<file path="src/rtl/sd_sector_arbiter.sv">
// Round-robin arbiter sharing one SD SPI CMD17/CMD24 engine between NREQ requesters,
// with SDSC/SDHC address translation, timeout and bounded retry. Optional stats: SD_SECTOR_ARBITER_STATS_EN.
module sd_sector_arbiter #(
    parameter int unsigned NREQ           = 4,
    parameter int unsigned MAX_RETRY      = 3,
    parameter int unsigned TIMEOUT_CYCLES = 2000000,
    parameter int unsigned GAP_CYCLES     = 256
) (
    input  logic                 clk,
    input  logic                 rst_n,
    input  logic                 init_ok,
    input  logic                 sd_hc,
    input  logic [NREQ-1:0]      req,
    input  logic [NREQ-1:0]      req_write,
    input  logic [NREQ*32-1:0]   req_lba,
    output logic [NREQ-1:0]      gnt,
    output logic [NREQ-1:0]      done,
    output logic [NREQ-1:0]      err,
    output logic                 eng_start,
    output logic [5:0]           eng_cmd,
    output logic [31:0]          eng_arg,
    output logic                 eng_abort,
    input  logic                 eng_busy,
    input  logic                 eng_done,
    input  logic [7:0]           eng_r1,
    input  logic                 eng_data_err
`ifdef SD_SECTOR_ARBITER_STATS_EN
    ,
    output logic [15:0]          stat_ok,
    output logic [15:0]          stat_fail,
    output logic [15:0]          stat_retry
`endif
);

    localparam int unsigned PW = $clog2(NREQ);
    localparam int unsigned TW = $clog2(TIMEOUT_CYCLES + 1);
    localparam int unsigned GW = (GAP_CYCLES < 1) ? 1 : $clog2(GAP_CYCLES + 1);
    localparam int unsigned RW = (MAX_RETRY < 1) ? 1 : $clog2(MAX_RETRY + 1);
    localparam logic [5:0]  CMD_READ  = 6'd17;
    localparam logic [5:0]  CMD_WRITE = 6'd24;

    typedef enum logic [2:0] {S_IDLE, S_ISSUE, S_WAIT, S_GAP, S_FINISH} state_t;

    state_t          state_q, state_d;
    logic [PW-1:0]   ptr_q, ptr_d, win;
    logic            found;
    logic [NREQ-1:0] gnt_d, done_d, err_d;
    logic            wr_q, wr_d, wr_sel;
    logic [31:0]     lba_q, lba_d, lba_sel;
    logic [RW-1:0]   retry_q, retry_d;
    logic [TW-1:0]   tmo_q, tmo_d;
    logic [GW-1:0]   gap_q, gap_d;
    logic            start_d, abort_d, attempt_fail;
    logic [5:0]      cmd_d;
    logic [31:0]     arg_d;
    logic            addr_ovf;

    // Byte addressing cannot represent sectors at or beyond 4 GiB
    assign addr_ovf = !sd_hc && (lba_q[31:23] != 9'd0);

    // Round-robin scan from ptr, then mux the winner's command fields
    always_comb begin
        found   = 1'b0;
        win     = '0;
        wr_sel  = 1'b0;
        lba_sel = '0;
        for (int k = 0; k < NREQ; k++) begin
            if (!found && req[PW'((32'(ptr_q) + 32'(k)) % 32'(NREQ))]) begin
                found = 1'b1;
                win   = PW'((32'(ptr_q) + 32'(k)) % 32'(NREQ));
            end
        end
        for (int i = 0; i < NREQ; i++) begin
            if (win == PW'(i)) begin
                wr_sel  = req_write[i];
                lba_sel = req_lba[32*i +: 32];
            end
        end
    end

    always_comb begin
        state_d      = state_q;
        ptr_d        = ptr_q;
        gnt_d        = gnt;
        wr_d         = wr_q;
        lba_d        = lba_q;
        retry_d      = retry_q;
        tmo_d        = tmo_q;
        gap_d        = gap_q;
        done_d       = '0;
        err_d        = '0;
        start_d      = 1'b0;
        abort_d      = 1'b0;
        cmd_d        = eng_cmd;
        arg_d        = eng_arg;
        attempt_fail = 1'b0;
        unique case (state_q)
            S_IDLE: begin
                if (init_ok && !eng_busy && found) begin
                    gnt_d   = NREQ'(1) << win;
                    wr_d    = wr_sel;
                    lba_d   = lba_sel;
                    ptr_d   = (win == PW'(NREQ - 1)) ? '0 : win + PW'(1);
                    state_d = S_ISSUE;
                end
            end
            S_ISSUE: begin
                if (addr_ovf) begin
                    err_d   = gnt;
                    gnt_d   = '0;
                    state_d = S_FINISH;
                end else begin
                    start_d = 1'b1;
                    cmd_d   = wr_q ? CMD_WRITE : CMD_READ;
                    arg_d   = sd_hc ? lba_q : {lba_q[22:0], 9'd0};
                    tmo_d   = '0;
                    state_d = S_WAIT;
                end
            end
            S_WAIT: begin
                // eng_done takes priority over a coincident timeout
                if (eng_done) begin
                    if (eng_r1 == 8'd0 && !eng_data_err) begin
                        done_d  = gnt;
                        gnt_d   = '0;
                        state_d = S_FINISH;
                    end else begin
                        attempt_fail = 1'b1;
                    end
                end else if (tmo_q == TW'(TIMEOUT_CYCLES - 1)) begin
                    abort_d      = 1'b1;
                    attempt_fail = 1'b1;
                end else begin
                    tmo_d = tmo_q + TW'(1);
                end
                if (attempt_fail) begin
                    if (retry_q < RW'(MAX_RETRY)) begin
                        retry_d = retry_q + RW'(1);
                        gap_d   = '0;
                        state_d = S_GAP;
                    end else begin
                        err_d   = gnt;
                        gnt_d   = '0;
                        state_d = S_FINISH;
                    end
                end
            end
            S_GAP: begin
                if (gap_q >= GW'(GAP_CYCLES - 1) && !eng_busy) begin
                    state_d = S_ISSUE;
                end else if (gap_q != '1) begin
                    gap_d = gap_q + GW'(1);
                end
            end
            S_FINISH: begin
                retry_d = '0;
                state_d = S_IDLE;
            end
            default: state_d = S_IDLE;
        endcase
    end

    always_ff @(posedge clk or negedge rst_n) begin
        if (!rst_n) begin
            state_q   <= S_IDLE;
            ptr_q     <= '0;
            gnt       <= '0;
            done      <= '0;
            err       <= '0;
            wr_q      <= 1'b0;
            lba_q     <= '0;
            retry_q   <= '0;
            tmo_q     <= '0;
            gap_q     <= '0;
            eng_start <= 1'b0;
            eng_abort <= 1'b0;
            eng_cmd   <= '0;
            eng_arg   <= '0;
        end else begin
            state_q   <= state_d;
            ptr_q     <= ptr_d;
            gnt       <= gnt_d;
            done      <= done_d;
            err       <= err_d;
            wr_q      <= wr_d;
            lba_q     <= lba_d;
            retry_q   <= retry_d;
            tmo_q     <= tmo_d;
            gap_q     <= gap_d;
            eng_start <= start_d;
            eng_abort <= abort_d;
            eng_cmd   <= cmd_d;
            eng_arg   <= arg_d;
        end
    end

`ifdef SD_SECTOR_ARBITER_STATS_EN
    logic enter_gap;
    assign enter_gap = (state_q == S_WAIT) && (state_d == S_GAP);

    // Saturating event counters
    always_ff @(posedge clk or negedge rst_n) begin
        if (!rst_n) begin
            stat_ok    <= '0;
            stat_fail  <= '0;
            stat_retry <= '0;
        end else begin
            if (|done_d && stat_ok != 16'hFFFF)       stat_ok    <= stat_ok + 16'd1;
            if (|err_d && stat_fail != 16'hFFFF)      stat_fail  <= stat_fail + 16'd1;
            if (enter_gap && stat_retry != 16'hFFFF)  stat_retry <= stat_retry + 16'd1;
        end
    end
`endif

endmodule

</file>
<file path="config.mk">
export PLATFORM = sky130hd
export DESIGN_NAME = sd_sector_arbiter
export DESIGN_NICKNAME = d
export VERILOG_FILES = /design/src/rtl/sd_sector_arbiter.sv
export SDC_FILE = /design/constraint.sdc
export NUM_CORES = 1
export LEC_CHECK = 0
export CAP_MARGIN = 30
export CORE_AREA = 10 10 124 126
export DETAILED_ROUTE_END_ITERATION = 16
export DIE_AREA = 0 0 134 136
export PLACE_DENSITY = 0.94
export SETUP_SLACK_MARGIN = 0.02
export SYNTH_ARGS = -nofsm -noshare
export SYNTH_HDL_FRONTEND = slang
export SYNTH_SLANG_ARGS = --single-unit
</file>
<file path="constraint.sdc">
create_clock -name clk -period 3.52 [get_ports clk]
set_input_delay 0.704 -clock clk [delete_from_list [all_inputs] [get_ports clk]]
set_output_delay 0.704 -clock clk [all_outputs]
set_load 0.02 [all_outputs]
</file>
==> impl_metrics.prom, run 1 <==
# TYPE chip_impl_metric gauge
chip_impl_info{name="outcome",value="completed"} 1
chip_impl_metric{name="grt_pass1_wl",unit="um"} 32100
chip_impl_metric{name="finish.net_count",unit=""} 1021
chip_impl_metric{name="report.final.slew_viol_count",unit=""} 0
chip_impl_metric{name="synthArstFlopShare",unit="%"} 100
chip_impl_metric{name="core_region_area",unit="mm^2"} 0.0130
chip_impl_metric{name="global_route.overflow_total",unit=""} 0
chip_impl_info{name="rsz0062_at_grt",value="no"} 1
chip_impl_metric{name="flow.area_growth_from_synthesis",unit="%"} 41.9
chip_impl_info{name="synth_top_cells_by_area",value="dfrtp_1, a21oi_1, a221oi_1"} 1
chip_impl_metric{name="worst_path_largest_cell_delay",unit="ns"} 0.54
chip_impl_metric{name="syn_area",unit="mm^2"} 0.00641
chip_impl_metric{name="design.die.area",unit="mm^2"} 0.0182
chip_impl_metric{name="tns",unit="ns"} 0
chip_impl_metric{name="area_share_of_the_leading_cell_type_in_the_synthesized_netlist",unit="%"} 46.4
chip_impl_metric{name="final-instance-count-excl-fill",unit=""} 1051
chip_impl_metric{name="ant_nets",unit=""} 0
chip_impl_metric{name="cap_violations",unit=""} 0
chip_impl_metric{name="final_min_period_over_clock_period",unit="%"} 83.5
chip_impl_metric{name="place.port_buffers",unit=""} 199
chip_impl_metric{name="first_global_vias",unit=""} 6184
chip_impl_info{name="category_of_the_critical_setup_timing_path",value="in -> reg"} 1
chip_impl_metric{name="drt_iter0_markers",unit=""} 511
chip_impl_info{name="worst_path_max_delay_cell",value="clkdlybuf4s50_1"} 1
chip_impl_metric{name="worst_ep_required_time",unit="ns"} 3.79
chip_impl_metric{name="worst_setup_hold_path_clk_slew",unit="ns"} 0.06
chip_impl_metric{name="detailedPlacementHpwl",unit="um"} 15000
chip_impl_metric{name="globalRouteTotalUtil",unit="%"} 21.9
chip_impl_metric{name="finClkSkew",unit="ns"} 0.00869
chip_impl_metric{name="fmax",unit="MHz"} 340
chip_impl_metric{name="layout_min_cycle_time",unit="ns"} 2.94
chip_impl_metric{name="post-layout-total-power",unit="mW"} 7.02
chip_impl_metric{name="synth-edff-count",unit=""} 0
chip_impl_metric{name="yosysWarnings",unit=""} 0
chip_impl_info{name="dr.max_layer_used",value="met4"} 1
chip_impl_metric{name="detail_route.wirelength.met1",unit="um"} 7540
chip_impl_metric{name="tightest_slew",unit="ns"} 0.875
chip_impl_metric{name="cts-buffers-inserted",unit=""} 17
chip_impl_metric{name="die_x",unit="um"} 134
chip_impl_metric{name="pin_count_of_the_biggest_net_entering_global_routing",unit=""} 120
chip_impl_info{name="netlist_top_cells_count",value="dfrtp_1, a21oi_1, nor2_1"} 1
chip_impl_metric{name="pwr_density_cell",unit="mW/mm^2"} 772
chip_impl_metric{name="finalWirelength",unit="um"} 20000
chip_impl_metric{name="cts_setup_buffers",unit=""} 0
chip_impl_metric{name="worst_skew_pair.late_latency",unit="ns"} 0.41
chip_impl_metric{name="number_of_antenna_violations_at_the_first_check_in_global_routing",unit=""} 1
chip_impl_metric{name="routedWlPerCell",unit="um"} 19.0
chip_impl_metric{name="placement_rows",unit=""} 42
chip_impl_metric{name="firstDrtPassIters",unit=""} 5
chip_impl_metric{name="crit_fanout",unit=""} 27
chip_impl_metric{name="dp_worst_setup_slack",unit="ns"} 0.192
chip_impl_metric{name="post_cts_resized",unit=""} 0
chip_impl_info{name="cts_tree",value="done"} 1
chip_impl_metric{name="routabilityCongestion",unit=""} 0.864
chip_impl_info{name="clockRootBuffer",value="clkbuf_16"} 1
chip_impl_metric{name="io-pin-count",unit=""} 203
chip_impl_metric{name="final_core_utilization",unit="%"} 70.1
chip_impl_info{name="synth-main-ff-cell",value="dfrtp_1"} 1
chip_impl_metric{name="starting_density",unit="%"} 49.4
chip_impl_metric{name="fin_ws",unit="ns"} 0.581
chip_impl_info{name="crit_top_cell",value="a21oi_1"} 1
chip_impl_metric{name="syn_inst",unit=""} 682
chip_impl_metric{name="timing.slew.headroom",unit="%"} 41.5
chip_impl_metric{name="synth_seq_area_share",unit="%"} 46.4
chip_impl_info{name="path_cells",value="clkdlybuf4s50_1 -> mux2i_1 -> a211oi_1 -> inv_1 -> ha_1 -> nor2b_2 -> buf_8 -> a221oi_1 -> nor3_1 -> a21oi_1 -> a21oi_1"} 1
chip_impl_metric{name="remaining_drc_errors",unit=""} 0
chip_impl_metric{name="total_met2_wirelength_after_detailed_routing",unit="um"} 10100
chip_impl_metric{name="clock_tree.htree_level_count",unit=""} 4
chip_impl_metric{name="drive_gt1_share",unit="%"} 7.32
chip_impl_metric{name="report.final.hold_viol_count",unit=""} 0
chip_impl_metric{name="post-place-cells",unit=""} 1018
chip_impl_info{name="start_kind",value="input pin"} 1
chip_impl_info{name="yosysTopAreaCell",value="dfrtp_1"} 1
chip_impl_metric{name="syn_avg_cell_area",unit="um^2"} 9.40
chip_impl_info{name="min-delay-path-class",value="in -> async"} 1
chip_impl_metric{name="die_height",unit="um"} 136
chip_impl_metric{name="clock_tree_buf_depth",unit=""} 2
chip_impl_metric{name="cts_hold_buf",unit=""} 0
chip_impl_metric{name="setup-violations-final",unit=""} 0
chip_impl_metric{name="cellLeakagePower",unit="nW"} 3.78
chip_impl_metric{name="wl_met3",unit="um"} 1820
chip_impl_metric{name="routed_via_density",unit=""} 5.72
chip_impl_metric{name="route.vias.total",unit=""} 6007
chip_impl_info{name="worst_setup_path_end_kind",value="flop"} 1
chip_impl_metric{name="yosys.cell_types.count",unit=""} 62
chip_impl_metric{name="vdd_drop_max",unit="V"} 0.000462
chip_impl_metric{name="cts.sinks",unit=""} 119
chip_impl_info{name="yosys.cell_count.top_type",value="dfrtp_1"} 1
chip_impl_metric{name="synth_seq_cells",unit=""} 119
chip_impl_metric{name="worstPathArrival",unit="ns"} 3.21
==> critical path: cells and delay by family <==
| kind | cells | cell delay [ns] |
|---|---|---|
| and+or+nand+nor | 2 | 0.32 |
| adders and majority gates | 1 | 0.26 |
| muxes | 1 | 0.10 |
| AOI/OAI and AO/OA | 4 | 0.97 |
| buffers and inverters | 3 | 0.84 |
==> layout make-up <==
cell class	instances	area, um^2
fill	923	3880
inverter	9	33.8
multi-input combinational	505	3180
antenna	1	2.50
tap	176	220
sequential	119	2980
timing repair buffer	209	2110
clock buffer	18	429
clock inverter	14	143
==> registers in the layout, summed over array words and instances (netlist names) <==
register and count:
err 4, done 4, tmo_q 21, eng_cmd 3, state_q 3, lba_q 32
gap_q 9, eng_arg 32, wr_q 1, eng_start 1, gnt 4, ptr_q 2
retry_q 2, eng_abort 1
==> metal layers <==
layer	up-vias	GRT usage [%]
met5	-	0
met4	0	8.77
met3	36	9.00
met2	266	37.0
met1	2870	24.1
li1	2835	-
==> cells in the final DEF, fill, tap and decap left out, types with 25 or more instances in the layout <==
| master | instances |
|---|---|
| dfrtp_1 | 119 |
| a221oi_1 | 32 |
| a21oi_1 | 75 |
| clkdlybuf4s50_1 | 198 |
| nor2b_1 | 37 |
| mux2i_1 | 25 |
| nand2_1 | 46 |
| o21ai_1 | 25 |
| nor2_1 | 63 |
| nor3_1 | 36 |
==> worst paths after layout <==
path                            startpoint  cells after the start  slack, ns         end
min in group clk                eng_cmd[4]                      1       0.46  eng_cmd[4]
max in group asynchronous            rst_n                      2       2.67   lba_q[25]
worst min register to register  eng_cmd[4]                      1       0.46  eng_cmd[4]
worst min-delay path                 rst_n                      2       0.36    gap_q[5]
worst max-delay path                req[3]                     11       0.58   lba_q[21]
worst max register to register    ptr_q[1]                     11       0.87   lba_q[21]
==> power by group <==
group / internal, mW / total, mW / switching (mW)
sequential: 1.87 / 2.36 / 0.489
clock: 0.990 / 1.66 / 0.669
combinational: 1.36 / 3.00 / 1.65
total: 4.22 / 7.02 / 2.80
==> logic make-up after synthesis <==
kind of cell | share of synthesized area [%]
buffers and inverters | 4.29
adders and majority gates | 1.76
muxes | 4.08
AOI/OAI and AO/OA | 19.0
other | 0.0585
and+or+nand+nor | 21.7
xor gates and xnor gates | 2.73
DFF | 46.4
==> stage by stage <==
step	hold WS, ns	instance area [um^2]
global placement	0.451	8510
detailed placement	0.451	8530
global route	0.423	9100
floorplan	0.408	6420
finish	0.356	9100
CTS	0.412	9100
No activity file was read; power rests on OpenSTA's default activity.
==> inputs of run 2 (changes only) <==
--- a/config.mk
+++ b/config.mk
@@ -6,10 +6,10 @@
 export NUM_CORES = 1
 export LEC_CHECK = 0
 export CAP_MARGIN = 30
-export CORE_AREA = 10 10 124 126
+export CORE_AREA = 10 10 128 130
 export DETAILED_ROUTE_END_ITERATION = 16
-export DIE_AREA = 0 0 134 136
-export PLACE_DENSITY = 0.94
+export DIE_AREA = 0 0 138 140
+export PLACE_DENSITY = 0.89
 export SETUP_SLACK_MARGIN = 0.02
 export SYNTH_ARGS = -nofsm -noshare
 export SYNTH_HDL_FRONTEND = slang
==> constraint.sdc (replaced) <==
create_clock -name clk -period 2.9 [get_ports clk]
set_input_delay 0.58 -clock clk [delete_from_list [all_inputs] [get_ports clk]]
set_output_delay 0.58 -clock clk [all_outputs]
set_load 0.02 [all_outputs]
==> impl_metrics.prom, run 2 (same netlist as run 1, synthesis figures left out) <==
# TYPE chip_impl_metric gauge
chip_impl_metric{name="timing.critical_path.depth",unit=""} 12
chip_impl_metric{name="cts-buffers-inserted",unit=""} 17
chip_impl_info{name="final_common_cell",value="clkdlybuf4s50_1"} 1
chip_impl_metric{name="clock_tree_buf_depth",unit=""} 2
chip_impl_metric{name="crit_fanout",unit=""} 23
chip_impl_info{name="start_kind",value="input pin"} 1
chip_impl_metric{name="layout_min_cycle_time",unit="ns"} 2.72
chip_impl_metric{name="clock_tree.htree_level_count",unit=""} 4
chip_impl_metric{name="design.die.area",unit="mm^2"} 0.0193
chip_impl_metric{name="globalRouteTotalUtil",unit="%"} 20.6
chip_impl_metric{name="starting_density",unit="%"} 46.6
chip_impl_metric{name="worst_setup_hold_path_clk_slew",unit="ns"} 0.05
chip_impl_metric{name="finish.net_count",unit=""} 1032
chip_impl_info{name="cts_tree",value="done"} 1
chip_impl_metric{name="placement.cell_area",unit="mm^2"} 0.00866
chip_impl_metric{name="placement_rows",unit=""} 43
chip_impl_info{name="path_cells",value="clkdlybuf4s50_1 -> o21ai_0 -> o31ai_1 -> o22a_1 -> inv_1 -> ha_1 -> nor2b_2 -> buf_16 -> a221oi_1 -> nor3_1 -> a21oi_1 -> a21oi_1"} 1
chip_impl_info{name="category_of_the_critical_setup_timing_path",value="in -> reg"} 1
chip_impl_metric{name="global_route.overflow_total",unit=""} 0
chip_impl_info{name="largest_registers_ranked_by_flip_flop_count",value="eng_arg x32, lba_q x32, tmo_q x21"} 1
chip_impl_metric{name="holdWs",unit="ns"} 0.193
chip_impl_metric{name="ff2ff_path_depth",unit=""} 12
chip_impl_metric{name="post-layout-total-power",unit="mW"} 8.83
chip_impl_metric{name="worstPathArrival",unit="ns"} 3.06
chip_impl_info{name="crit_top_cell",value="a21oi_1"} 1
chip_impl_metric{name="routedWlPerCell",unit="um"} 19.4
chip_impl_metric{name="first_global_vias",unit=""} 6218
chip_impl_metric{name="tightest_slew",unit="ns"} 0.669
chip_impl_metric{name="routabilityCongestion",unit=""} 0.962
chip_impl_metric{name="grt_pass1_wl",unit="um"} 32700
chip_impl_info{name="mostFrequentLayoutCells",value="clkdlybuf4s50_1, dfrtp_1, a21oi_1, nor2_1, nand2_1"} 1
chip_impl_metric{name="cap_violations",unit=""} 0
chip_impl_metric{name="fmax",unit="MHz"} 367
chip_impl_metric{name="regToRegSetupSlack",unit="ns"} 0.33
chip_impl_metric{name="die_x",unit="um"} 138
chip_impl_metric{name="ant_nets",unit=""} 0
chip_impl_metric{name="final_area",unit="mm^2"} 0.00929
chip_impl_metric{name="wl_met3",unit="um"} 1790
chip_impl_metric{name="number_of_antenna_violations_at_the_first_check_in_global_routing",unit=""} 0
chip_impl_metric{name="io-pin-count",unit=""} 203
chip_impl_info{name="worst_path_max_delay_cell",value="nor2b_2"} 1
chip_impl_info{name="cp_top_family",value="compound AO/OA/AOI/OAI gates"} 1
chip_impl_metric{name="dp_worst_setup_slack",unit="ns"} -0.345
chip_impl_metric{name="finClkSkew",unit="ns"} 0.00738
chip_impl_metric{name="cts_hold_buf",unit=""} 0
chip_impl_info{name="outcome",value="completed"} 1
chip_impl_metric{name="pin_count_of_the_biggest_net_entering_global_routing",unit=""} 69
chip_impl_metric{name="firstDrtPassIters",unit=""} 5
chip_impl_metric{name="fin_ws",unit="ns"} 0.177
chip_impl_metric{name="place.port_buffers",unit=""} 199
chip_impl_metric{name="report.final.hold_viol_count",unit=""} 0
chip_impl_metric{name="detail_route.wirelength.met1",unit="um"} 7950
chip_impl_metric{name="cellLeakagePower",unit="nW"} 3.88
chip_impl_metric{name="core_region_area",unit="mm^2"} 0.0138
chip_impl_metric{name="routed_via_density",unit=""} 5.70
chip_impl_metric{name="remaining_drc_errors",unit=""} 0
chip_impl_metric{name="drive_gt1_share",unit="%"} 8.47
chip_impl_metric{name="finalWirelength",unit="um"} 20700
chip_impl_info{name="rsz0062_at_grt",value="no"} 1
chip_impl_metric{name="report.final.slew_viol_count",unit=""} 0
chip_impl_info{name="worst_setup_path_end_kind",value="flop"} 1
chip_impl_info{name="clockRootBuffer",value="clkbuf_16"} 1
chip_impl_metric{name="timing.slew.headroom",unit="%"} 55.4
chip_impl_info{name="min-delay-path-class",value="in -> async"} 1
chip_impl_metric{name="setup-violations-final",unit=""} 0
chip_impl_metric{name="cts.sinks",unit=""} 119
chip_impl_metric{name="worst_path_largest_cell_delay",unit="ns"} 0.49
chip_impl_info{name="crit-reg2reg-capture",value="lba_q[3]"} 1
chip_impl_metric{name="antennaDiodeCount",unit=""} 0
chip_impl_metric{name="fill_cells",unit=""} 1044
chip_impl_metric{name="die_height",unit="um"} 140
chip_impl_info{name="dr.max_layer_used",value="met4"} 1
chip_impl_metric{name="total_met2_wirelength_after_detailed_routing",unit="um"} 10500
chip_impl_metric{name="final_min_period_over_clock_period",unit="%"} 93.9
chip_impl_info{name="r2r-start",value="ptr_q[0]"} 1
chip_impl_metric{name="flow.area_growth_from_synthesis",unit="%"} 44.8
chip_impl_metric{name="worst_ep_required_time",unit="ns"} 3.24
chip_impl_metric{name="worst_skew_pair.late_latency",unit="ns"} 0.42
chip_impl_metric{name="drt_iter0_markers",unit=""} 395
chip_impl_metric{name="detailedPlacementHpwl",unit="um"} 15700
chip_impl_metric{name="pwr_density_cell",unit="mW/mm^2"} 951
chip_impl_metric{name="vdd_drop_max",unit="V"} 0.000607
chip_impl_metric{name="route.vias.total",unit=""} 6069
chip_impl_metric{name="cp_num_buf_inv",unit=""} 3
run 2: changes by cell type in the layout (fill, tap and decap cells not counted), sizes merged:
cell,before,now
buf,11,22
inv,15,10
bufinv,1,4
clkbuf,18,20
diode,1,0
run 2: routing by layer:
layer / track usage, % / vias to the layer above
met4: 6.60 / 0
met1: 22.6 / 2903
met5: 0 / -
li1: - / 2861
met3: 7.64 / 33
met2: 36.2 / 272
run 2: final cells by class:
class	count	area (um^2)	area share (%)
clock buffers	20	447	4.81
clock inverters	12	175	1.89
inverters	9	33.8	0.364
multi-input cells	505	3190	34.3
flip-flops and latches	119	2980	32.1
well taps	180	225	2.42
repair buffers	220	2240	24.1
run 2: worst max-delay path by stage:
stage / start / end / slack [ns]
2_1_floorplan: req[2] / lba_q[10] / 0.38
3_3_place_gp: req[3] / lba_q[18] / -0.57
3_5_place_dp: req[1] / lba_q[16] / -0.35
4_1_cts: req[3] / lba_q[16] / 0.10
5_1_grt: req[3] / lba_q[16] / 0.04
6_report: req[3] / lba_q[3] / 0.18
run 2: worst register-to-register path, delay by kind of cell, from the launching register on:
kind            cells  cell delay [ns]
simple gates        2             0.71
fa+ha+maj           1             0.16
compound gates      6             0.84
buf+inv             3             0.40
flops               1             0.39
run 2: power by group:
part	internal (mW)	switching (mW)	leakage, nW
Combinational	1.74	2.02	2.09
Clock	1.46	0.760	0.296
Sequential	2.27	0.587	1.49
run 2: per-stage QoR:
step | instances | utilization, % | setup TNS, ns
after detailed placement | 1033 | 62.9 | -6.05
after floorplan | 684 | - | 0
final | 1065 | 67.5 | 0
after global placement | 1032 | 62.7 | -13.62
after CTS | 1065 | 67.4 | 0
after global routing | 1065 | 67.5 | 0
run 2: repair_timing:
| item | CTS | global route |
|---|---|---|
| buffers inserted | 0 | 0 |
| setup endpoints to repair | 0 | 15 |
| resized for setup | 0 | 1 |
==> inputs of run 3 (changes only) <==
--- a/config.mk
+++ b/config.mk
@@ -9,6 +9,7 @@
 export CORE_AREA = 10 10 128 130
 export DETAILED_ROUTE_END_ITERATION = 16
 export DIE_AREA = 0 0 138 140
+export MAX_ROUTING_LAYER = met4
 export PLACE_DENSITY = 0.89
 export SETUP_SLACK_MARGIN = 0.02
 export SYNTH_ARGS = -nofsm -noshare
==> impl_metrics.prom, run 3 (same netlist as run 1, synthesis figures left out) <==
# TYPE chip_impl_metric gauge
chip_impl_metric{name="tightest_slew",unit="ns"} 0.649
chip_impl_metric{name="vdd_drop_max",unit="V"} 0.000526
chip_impl_metric{name="worst_path_largest_cell_delay",unit="ns"} 0.51
chip_impl_metric{name="drive_gt1_share",unit="%"} 8.17
chip_impl_metric{name="cts.sinks",unit=""} 119
chip_impl_metric{name="route.vias.total",unit=""} 6041
chip_impl_metric{name="finClkSkew",unit="ns"} 0.0110
chip_impl_metric{name="crit_fanout",unit=""} 22
chip_impl_metric{name="detailedPlacementHpwl",unit="um"} 15400
chip_impl_metric{name="setup-violations-final",unit=""} 0
chip_impl_metric{name="routabilityCongestion",unit=""} 0.934
chip_impl_metric{name="die_height",unit="um"} 140
chip_impl_info{name="clockRootBuffer",value="clkbuf_16"} 1
chip_impl_metric{name="regToRegSetupSlack",unit="ns"} 0.39
chip_impl_metric{name="routed_via_density",unit=""} 5.69
chip_impl_metric{name="antennaDiodeCount",unit=""} 0
chip_impl_metric{name="timing.slew.headroom",unit="%"} 56.7
chip_impl_metric{name="final_min_period_over_clock_period",unit="%"} 93.5
chip_impl_metric{name="ant_nets",unit=""} 0
chip_impl_metric{name="cts-buffers-inserted",unit=""} 17
chip_impl_info{name="min-delay-path-class",value="in -> async"} 1
chip_impl_info{name="final_common_cell",value="clkdlybuf4s50_1"} 1
chip_impl_metric{name="die_x",unit="um"} 138
chip_impl_metric{name="report.final.hold_viol_count",unit=""} 0
chip_impl_metric{name="flow.area_growth_from_synthesis",unit="%"} 42.5
chip_impl_info{name="rsz0062_at_grt",value="no"} 1
chip_impl_metric{name="worst_setup_hold_path_clk_slew",unit="ns"} 0.05
chip_impl_metric{name="cap_violations",unit=""} 0
chip_impl_metric{name="worstPathArrival",unit="ns"} 2.99
chip_impl_metric{name="final_core_utilization",unit="%"} 66.4
chip_impl_metric{name="clock_tree_buf_depth",unit=""} 2
chip_impl_info{name="r2r-start",value="ptr_q[0]"} 1
chip_impl_info{name="mostFrequentLayoutCells",value="clkdlybuf4s50_1, dfrtp_1, a21oi_1, nor2_1, nand2_1"} 1
chip_impl_info{name="cts_tree",value="done"} 1
chip_impl_metric{name="starting_density",unit="%"} 46.6
chip_impl_metric{name="post-place-cells",unit=""} 1031
chip_impl_metric{name="routedWlPerCell",unit="um"} 18.9
chip_impl_metric{name="fill_cells",unit=""} 1043
chip_impl_metric{name="final-instance-count-excl-fill",unit=""} 1061
chip_impl_metric{name="fmax",unit="MHz"} 369
chip_impl_metric{name="pin_count_of_the_biggest_net_entering_global_routing",unit=""} 70
chip_impl_info{name="worst_setup_path_end_kind",value="flop"} 1
chip_impl_metric{name="clock_tree.htree_level_count",unit=""} 4
chip_impl_metric{name="finish.net_count",unit=""} 1030
chip_impl_metric{name="finalWirelength",unit="um"} 20000
chip_impl_metric{name="report.final.slew_viol_count",unit=""} 0
chip_impl_info{name="path_cells",value="clkdlybuf4s50_1 -> buf_4 -> a21oi_1 -> a211oi_2 -> inv_1 -> ha_1 -> nor2b_2 -> buf_8 -> a221oi_1 -> nor3_1 -> a21oi_1 -> a21oi_1"} 1
chip_impl_metric{name="design.die.area",unit="mm^2"} 0.0193
chip_impl_metric{name="grt_pass1_wl",unit="um"} 32200
chip_impl_info{name="category_of_the_critical_setup_timing_path",value="in -> reg"} 1
chip_impl_metric{name="global_route.overflow_total",unit=""} 0
chip_impl_info{name="start_kind",value="input pin"} 1
chip_impl_metric{name="placement_rows",unit=""} 43
chip_impl_metric{name="drt_iter0_markers",unit=""} 453
chip_impl_metric{name="number_of_antenna_violations_at_the_first_check_in_global_routing",unit=""} 0
chip_impl_info{name="crit-reg2reg-capture",value="lba_q[1]"} 1
chip_impl_metric{name="worst_skew_pair.late_latency",unit="ns"} 0.41
chip_impl_metric{name="worst_ep_required_time",unit="ns"} 3.18
chip_impl_metric{name="ff2ff_path_depth",unit=""} 12
chip_impl_info{name="outcome",value="completed"} 1
chip_impl_metric{name="pwr_density_cell",unit="mW/mm^2"} 916
chip_impl_metric{name="remaining_drc_errors",unit=""} 0
chip_impl_metric{name="core_region_area",unit="mm^2"} 0.0138
chip_impl_metric{name="place.port_buffers",unit=""} 199
chip_impl_metric{name="io-pin-count",unit=""} 203
chip_impl_metric{name="cellLeakagePower",unit="nW"} 3.79
chip_impl_info{name="worst_path_max_delay_cell",value="clkdlybuf4s50_1"} 1
chip_impl_metric{name="first_global_vias",unit=""} 6160
chip_impl_metric{name="globalRouteTotalUtil",unit="%"} 20.8
chip_impl_info{name="crit_top_cell",value="a21oi_1"} 1
chip_impl_metric{name="cts_setup_buffers",unit=""} 0
chip_impl_metric{name="layout_min_cycle_time",unit="ns"} 2.71
chip_impl_metric{name="firstDrtPassIters",unit=""} 7
chip_impl_info{name="largest_registers_ranked_by_flip_flop_count",value="eng_arg x32, lba_q x32, tmo_q x21"} 1
[run 3: cell count changes in the layout (fill, tap and decap cells not counted)]
cell        before  now
buf_12           6    4
buf_8            0    1
clkbuf_1         2    1
clkinvlp_4       3    9
bufinv_16        4    0
buf_16           1    0
clkinv_2         3    1
inv_6            1    0
[run 3: final cells by class]
cell class | instances | area (um^2) | share of cell area, %
Inverter | 9 | 33.8 | 0.370
Sequential cell | 119 | 2980 | 32.6
Tap cell | 180 | 225 | 2.46
Clock inverter | 11 | 81.3 | 0.890
Timing Repair Buffer | 218 | 2190 | 24.0
Multi-Input combinational cell | 505 | 3190 | 34.9
Clock buffer | 19 | 443 | 4.85
[run 3: through the flow]
step                      setup slack, ns  power [mW]  instance area [um^2]  hold WS, ns  TNS [ns]
final                               0.190        8.37                  9140        0.197         0
after detailed placement           -0.382        6.52                  8610        0.455     -5.70
after global placement             -0.577        6.38                  8600        0.450    -13.34
after floorplan                     0.380        5.00                  6420        0.284         0
after CTS                          0.0353        8.39                  9140        0.225         0
after global routing               0.0166        8.90                  9140        0.243         0
[run 3: power breakdown]
group | switching [mW] | leakage, nW | internal [mW]
sequential | 0.582 | 1.49 | 2.27
clock | 0.735 | 0.227 | 1.10
combinational | 1.99 | 2.06 | 1.69
[run 3: how the worst max path moves through the flow]
stage | depth (start not counted) | to | slack, ns | startpoint
floorplan | 11 | lba_q[10] | 0.38 | req[2]
global placement | 11 | lba_q[1] | -0.58 | req[3]
detailed placement | 12 | lba_q[18] | -0.38 | req[3]
CTS | 12 | lba_q[18] | 0.04 | req[3]
global route | 12 | lba_q[18] | 0.02 | req[3]
finish | 12 | lba_q[18] | 0.19 | req[3]
[run 3: worst max-delay path: cells and delay by family]
| family | cells | cell delay, ns |
|---|---|---|
| AO/OA/AOI/OAI | 5 | 0.94 |
| buffers and inverters | 4 | 0.93 |
| AND/OR/NAND/NOR | 2 | 0.32 |
| adder cells (fa/ha/maj) | 1 | 0.21 |
[run 3: per-layer routing]
| layer | global-route usage, % | part of all wire, % | up-vias |
|---|---|---|---|
| li1 | - | - | 2861 |
| met1 | 23.5 | 40 | 2891 |
| met2 | 34.9 | 51 | 261 |
| met3 | 5.38 | 6.5 | 28 |
| met4 | 7.49 | 2.6 | 0 |
| met5 | - | 0 | - |
[run 3: repair_timing]
action                     in CTS  in global routing
setup endpoints to repair       0                 19
gates resized for setup         0                  1
hold buffers                    0                  0
